$ cat src/rtl/mac_seq_unit.sv
// -----------------------------------------------------------------------------
// mac_seq_unit
//
// Sequential multiply-accumulate engine. A start pulse in IDLE captures a term
// count, then `len` operand pairs are accepted over a valid/ready handshake and
// their products are summed into a registered accumulator. A one-cycle `done`
// pulse marks the final result, which stays on `out` until the next start.
//
// Arithmetic is signed or unsigned (SIGNED). On overflow the sum either
// saturates to the nearest bound (SATURATE=1) or wraps modulo 2^ACC_WIDTH.
// In both modes `overflow` is sticky until the next start or reset.
//
// Ports
//   clk       in   rising-edge clock
//   reset     in   asynchronous, active-low reset
//   start     in   begin a dot product (acts only in IDLE)
//   len       in   number of products, captured with start
//   in_valid  in   a/b pair valid this cycle
//   in_ready  out  pair accepted this cycle (high in ACCUM, combinational)
//   a, b      in   operands
//   out       out  accumulator value (registered)
//   busy      out  high in ACCUM and DONE (registered)
//   done      out  one-cycle result pulse (registered)
//   overflow  out  sticky range-overflow flag (registered)
// -----------------------------------------------------------------------------
module mac_seq_unit #(
  parameter int DATA_WIDTH = 2,
  parameter int ACC_WIDTH  = 8,
  parameter int LEN_WIDTH  = 4,
  parameter bit SIGNED     = 1'b0,
  parameter bit SATURATE   = 1'b1
) (
  input  logic                  clk,
  input  logic                  reset,
  input  logic                  start,
  input  logic [LEN_WIDTH-1:0]  len,
  input  logic                  in_valid,
  output logic                  in_ready,
  input  logic [DATA_WIDTH-1:0] a,
  input  logic [DATA_WIDTH-1:0] b,
  output logic [ACC_WIDTH-1:0]  out,
  output logic                  busy,
  output logic                  done,
  output logic                  overflow
);

  localparam int PROD_WIDTH = 2 * DATA_WIDTH;
  localparam int EXT_WIDTH  = ACC_WIDTH + 1;
  localparam int PAD_WIDTH  = EXT_WIDTH - PROD_WIDTH;

  // The extended sum must hold any product plus any accumulator value.
  if (ACC_WIDTH < PROD_WIDTH) begin : g_width_check
    $error("mac_seq_unit: ACC_WIDTH must be >= 2*DATA_WIDTH");
  end

  typedef enum logic [1:0] {
    S_IDLE  = 2'd0,
    S_ACCUM = 2'd1,
    S_DONE  = 2'd2
  } state_t;

  // ---------------------------------------------------------------------------
  // Registers
  // ---------------------------------------------------------------------------
  state_t                 state_q;
  logic [ACC_WIDTH-1:0]   out_q;
  logic [LEN_WIDTH-1:0]   remaining_q;
  logic                   busy_q;
  logic                   done_q;
  logic                   overflow_q;

  // ---------------------------------------------------------------------------
  // Datapath: product, extended sum, range check, clamp/wrap
  // ---------------------------------------------------------------------------
  logic [PROD_WIDTH-1:0]  prod;
  logic [EXT_WIDTH-1:0]   prod_ext;
  logic [EXT_WIDTH-1:0]   acc_ext;
  logic [EXT_WIDTH-1:0]   sum_ext;
  logic                   range_err;
  logic [ACC_WIDTH-1:0]   acc_d;
  logic                   ovf_d;

  localparam logic [ACC_WIDTH-1:0] U_MAX = {ACC_WIDTH{1'b1}};
  localparam logic [ACC_WIDTH-1:0] S_MAX = {1'b0, {(ACC_WIDTH-1){1'b1}}};
  localparam logic [ACC_WIDTH-1:0] S_MIN = {1'b1, {(ACC_WIDTH-1){1'b0}}};

  // NOTE: every signal written in an always_comb gets a default first, so no
  // path through the block can leave it unassigned and infer a latch.
  always_comb begin
    prod      = '0;
    prod_ext  = '0;
    acc_ext   = '0;
    sum_ext   = '0;
    range_err = 1'b0;
    acc_d     = out_q;
    ovf_d     = 1'b0;

    if (SIGNED) begin
      // A signed product of two DATA_WIDTH operands always fits PROD_WIDTH.
      prod     = PROD_WIDTH'($signed(a) * $signed(b));
      prod_ext = {{PAD_WIDTH{prod[PROD_WIDTH-1]}}, prod};
      acc_ext  = {out_q[ACC_WIDTH-1], out_q};
      sum_ext  = prod_ext + acc_ext;
      // The extra top bit disagreeing with the result sign means the true
      // sum is outside the signed range.
      range_err = sum_ext[EXT_WIDTH-1] ^ sum_ext[ACC_WIDTH-1];
    end else begin
      prod     = {{DATA_WIDTH{1'b0}}, a} * {{DATA_WIDTH{1'b0}}, b};
      prod_ext = {{PAD_WIDTH{1'b0}}, prod};
      acc_ext  = {1'b0, out_q};
      sum_ext  = prod_ext + acc_ext;
      // Products are non-negative, so only the upper bound can be crossed.
      range_err = sum_ext[EXT_WIDTH-1];
    end

    ovf_d = range_err;
    if (range_err && SATURATE) begin
      if (SIGNED) begin
        // Bit ACC_WIDTH of the extended sum is the true sign of the result.
        acc_d = sum_ext[EXT_WIDTH-1] ? S_MIN : S_MAX;
      end else begin
        acc_d = U_MAX;
      end
    end else begin
      acc_d = sum_ext[ACC_WIDTH-1:0];
    end
  end

  // ---------------------------------------------------------------------------
  // Control FSM with registered outputs
  // ---------------------------------------------------------------------------
  // NOTE: all state below uses non-blocking assignments so every register
  // samples pre-edge values, independent of statement order.
  // NOTE: every register here is a control or datapath flop with a defined
  // reset value; there is no memory array that would need to go unreset.
  always_ff @(posedge clk or negedge reset) begin
    if (!reset) begin
      state_q     <= S_IDLE;
      out_q       <= '0;
      remaining_q <= '0;
      busy_q      <= 1'b0;
      done_q      <= 1'b0;
      overflow_q  <= 1'b0;
    end else begin
      case (state_q)
        S_IDLE: begin
          done_q <= 1'b0;
          // Any in_valid seen here is ignored: pairs are only taken in ACCUM.
          if (start) begin
            out_q       <= '0;
            overflow_q  <= 1'b0;
            remaining_q <= len;
            busy_q      <= 1'b1;
            if (len != '0) begin
              state_q <= S_ACCUM;
            end else begin
              // Empty dot product: report a zero result straight away.
              state_q <= S_DONE;
              done_q  <= 1'b1;
            end
          end
        end

        S_ACCUM: begin
          // in_ready is high throughout ACCUM, so in_valid alone is an accept.
          if (in_valid) begin
            out_q       <= acc_d;
            overflow_q  <= overflow_q | ovf_d;
            remaining_q <= remaining_q - 1'b1;
            if (remaining_q == LEN_WIDTH'(1)) begin
              state_q <= S_DONE;
              done_q  <= 1'b1;
            end
          end
        end

        S_DONE: begin
          // Result holds on out until the next start.
          done_q  <= 1'b0;
          busy_q  <= 1'b0;
          state_q <= S_IDLE;
        end

        default: begin
          state_q <= S_IDLE;
          done_q  <= 1'b0;
          busy_q  <= 1'b0;
        end
      endcase
    end
  end

  // ---------------------------------------------------------------------------
  // Outputs
  // ---------------------------------------------------------------------------
  assign in_ready = (state_q == S_ACCUM);
  assign out      = out_q;
  assign busy     = busy_q;
  assign done     = done_q;
  assign overflow = overflow_q;

endmodule

$ cat config.mk
export PLATFORM = sky130hd
export DESIGN_NAME = mac_seq_unit
export DESIGN_NICKNAME = d
export VERILOG_FILES = /design/src/rtl/mac_seq_unit.sv
export SDC_FILE = /design/constraint.sdc
export NUM_CORES = 1
export LEC_CHECK = 0
export ABC_AREA = 1
export CAP_MARGIN = 20
export CORE_ASPECT_RATIO = 1.25
export CORE_UTILIZATION = 30
export DETAILED_ROUTE_END_ITERATION = 12
export PLACE_DENSITY = 0.49
export SYNTH_ARGS = -nofsm -noshare
export SYNTH_HDL_FRONTEND = slang
export SYNTH_SLANG_ARGS = --single-unit
$ cat constraint.sdc
create_clock -name clk -period 5.15 [get_ports clk]
set_input_delay 1.2875 -clock clk [delete_from_list [all_inputs] [get_ports clk]]
set_output_delay 1.2875 -clock clk [all_outputs]
set_load 0.02 [all_outputs]
==> impl_metrics.tcl <==
set metrics [dict create \
    hold_class "flip-flop to flip-flop" \
    antenna_cells_inserted 0 \
    powerDensity_nw_per_um2 430.5 \
    worst_ep_arrival_time_ps 3400 \
    critical_path.endpoint_type "flip-flop" \
    area_growth_syn_to_layout_pct 28.95 \
    drive_gt1_frac 0.1243 \
    cts_setup_buffers 0 \
    regArea_um2 425.4 \
    first_pass_grt_wire_length_um 4353 \
    num_vias 974 \
    port_buffer_count 23 \
    syn_nets 163 \
    slew_violations 0 \
    design.die.area_um2 3995 \
    max_slew.worst_pin.slew_ps 832.7 \
    drt-total-wl_um 2442 \
    clock_sinks 17 \
    post-layout-total-power_mw 0.6237 \
    synth-warning-count 0 \
    overflow 0 \
    post_synth_num_cell_types 24 \
    total_nets_final 191 \
    detail-route-antenna-nets 0 \
    detail_route.first_pass.iterations 8 \
    place.detailed.instances 204 \
    finalHoldViolCount 0 \
    post_layout_nonfiller_instances 208 \
    critPathLaunchType "input port" \
    synth_cells 142 \
    cts-hold-fix-buffers 0 \
    clk-insertion-delay-late_ps 250 \
    detailed_place.area_um2 1403 \
    worst_ir_drop_vdd_uv 265.5 \
    hold_slack_ps 491.6 \
    status "complete, but fails checks" \
    post_dr_wirelength_cell_um 11.74 \
    tritoncts "built" \
    clk_pin_slew_worst_paths_ps 70 \
    ctsRootBufferMaster "clkbuf_8" \
    report.final.setup_viol 0 \
    die_y_um 70.42 \
    pin_count 24 \
    core_region_area_um2 3543 \
    cap_violations 0 \
    cts_max_level 1 \
    resized_after_cts 0 \
    gp_congestion 0.8511 \
    critPathMaxFanout 4 \
    die_w_um 56.74 \
    fmaxAchievable_ghz 0.3069 \
    dpl.hpwl_um 1863 \
    r2r-start "out[1]" \
    groute.usage.overall 0.1379 \
    final_core_util 0.4089 \
    placement_rows 24 \
    hold_path.startpoint "busy" \
    netlist_area_um2 1124 \
    layout_min_cycle_time_ps 3258 \
    synth_sequential_area_ratio 0.3786 \
    finalInstanceArea_um2 1449 \
    violations "design-rule violations" \
    setup.worst_path.class "input port to flip-flop" \
    final.setup.worst_slack_ps 1892 \
    setup_total_negative_slack_ps 0 \
    first_global_vias 992 \
    clock_skew_ps 2.980 \
    rsz_0062_raised_after_global_routing "false" \
    crit_path_start "a[1]" \
    dpl_worst_slack_ps 1613 \
    cts_made_buffers 3 \
    fin_crit_sh 0.6327 \
    pin_count_of_the_biggest_net_entering_global_routing 18 \
    route.detailed.drc 2 \
    synthesis.area_per_instance_um2 7.913 \
    initial_core_util 0.3171 \
    antenna_found_initial 0 \
    initialDrtViolationCount 15 \
    multiInputGateArea_um2 613.1 \
    fillers 375 \
    cts.path.max_buffers 2 \
    timing.max_slew.rel_slack 0.4431 \
    avgViaCountPerCell 4.683 \
    ys_ff_latch 17 \
    power.leakage_nw 0.7469 \
    cp_data_required_time_ps 5290 \
]
-- cell usage after synthesis, drive strengths merged --
cell    count  share of area
nor2        8          0.052
nand3      20           0.10
fa          2          0.036
nand2      52           0.19
dfrtp      17           0.38
ha          7          0.078
o211ai      3          0.020
inv        22          0.076
nand4       3          0.017
or2         2          0.011
o21a        1         0.0067
a21oi       3          0.017
xor2        1         0.0078
o21ai       1         0.0045
-- kinds of logic after synthesis --
logic type / after synthesis / synth area share
fa+ha+maj: 9 / 0.1136
buf+inv: 22 / 0.07572
xor+xnor: 1 / 0.007797
simple gates: 85 / 0.3764
flops: 17 / 0.3786
compound gates: 8 / 0.04788
-- area by class of cell --
type                            count  area share
Sequential cell                    17      0.2936
Tap cell                           39     0.03368
Inverter                           22     0.05872
Clock buffer                        3     0.02850
Timing Repair Buffer               23      0.1589
Clock inverter                      1    0.003454
Multi-Input combinational cell    103      0.4231
-- flip-flops by register name (all words and copies together), names as in the netlist --
register	count
out	8
remaining_q	4
state_q	2
busy	1
done	1
overflow	1
-- cells in the final DEF (no fill, tap or decap) --
cell / netlist / routed
nand2_1: 48 / 48
inv_1: 18 / 18
nand3_4: 1 / 1
o21ai_0: 1 / 1
clkdlybuf4s50_1: 0 / 23
nand2_2: 2 / 2
or2_2: 2 / 2
dfrtp_1: 17 / 17
fa_1: 2 / 2
a21oi_2: 1 / 1
nand4_1: 3 / 3
o21a_1: 1 / 1
inv_4: 1 / 1
clkbuf_8: 0 / 3
nand3_1: 18 / 18
nand3_2: 1 / 1
inv_2: 3 / 3
nor2_1: 4 / 4
ha_1: 7 / 7
xor2_1: 1 / 1
nand2_4: 2 / 2
o211ai_1: 3 / 3
clkinv_2: 0 / 1
nor2_2: 2 / 2
nor2_8: 1 / 1
nor2_4: 1 / 1
a21oi_1: 2 / 2
-- metal layers --
layer / track usage / vias to the layer above / share of wire / routed length [µm]
met2: 0.2487 / 19 / 0.49 / 1207
met4: 0.04065 / 0 / 0.0078 / 19
met3: 0.02407 / 2 / 0.046 / 113
met1: 0.1647 / 451 / 0.45 / 1101
li1: - / 502 / - / -
met5: 0 / - / 0 / 0
-- report_power, final --
part / total [mW] / internal (mW) / switching (mW)
Combinational: 0.316 / 0.129 / 0.187
Clock: 0.101 / 0.0536 / 0.0471
Sequential: 0.207 / 0.175 / 0.0319
-- path summary, 6_finish.rpt --
check                             end  slack [ps]  depth (start not counted)
setup / recovery               out[7]        1890                         12
hold / removal                   busy         490                          2
setup reg to reg               out[7]        3040                          9
hold reg to reg                  busy         490                          2
max in group asynchronous      out[3]        3120                          1
min in group asynchronous  state_q[1]        1510                          1
-- critical path, stage by stage --
cell and delay, ps:
clkdlybuf4s50_1 480, nand2_1 60, inv_1 60, fa_1 410, ha_1 250, fa_1 380, nand2_1 90, nand2_1 100
nand2_1 80, a21oi_1 60, nand2_1 70, nand2_1 50
(Power assumes the default switching activity.)
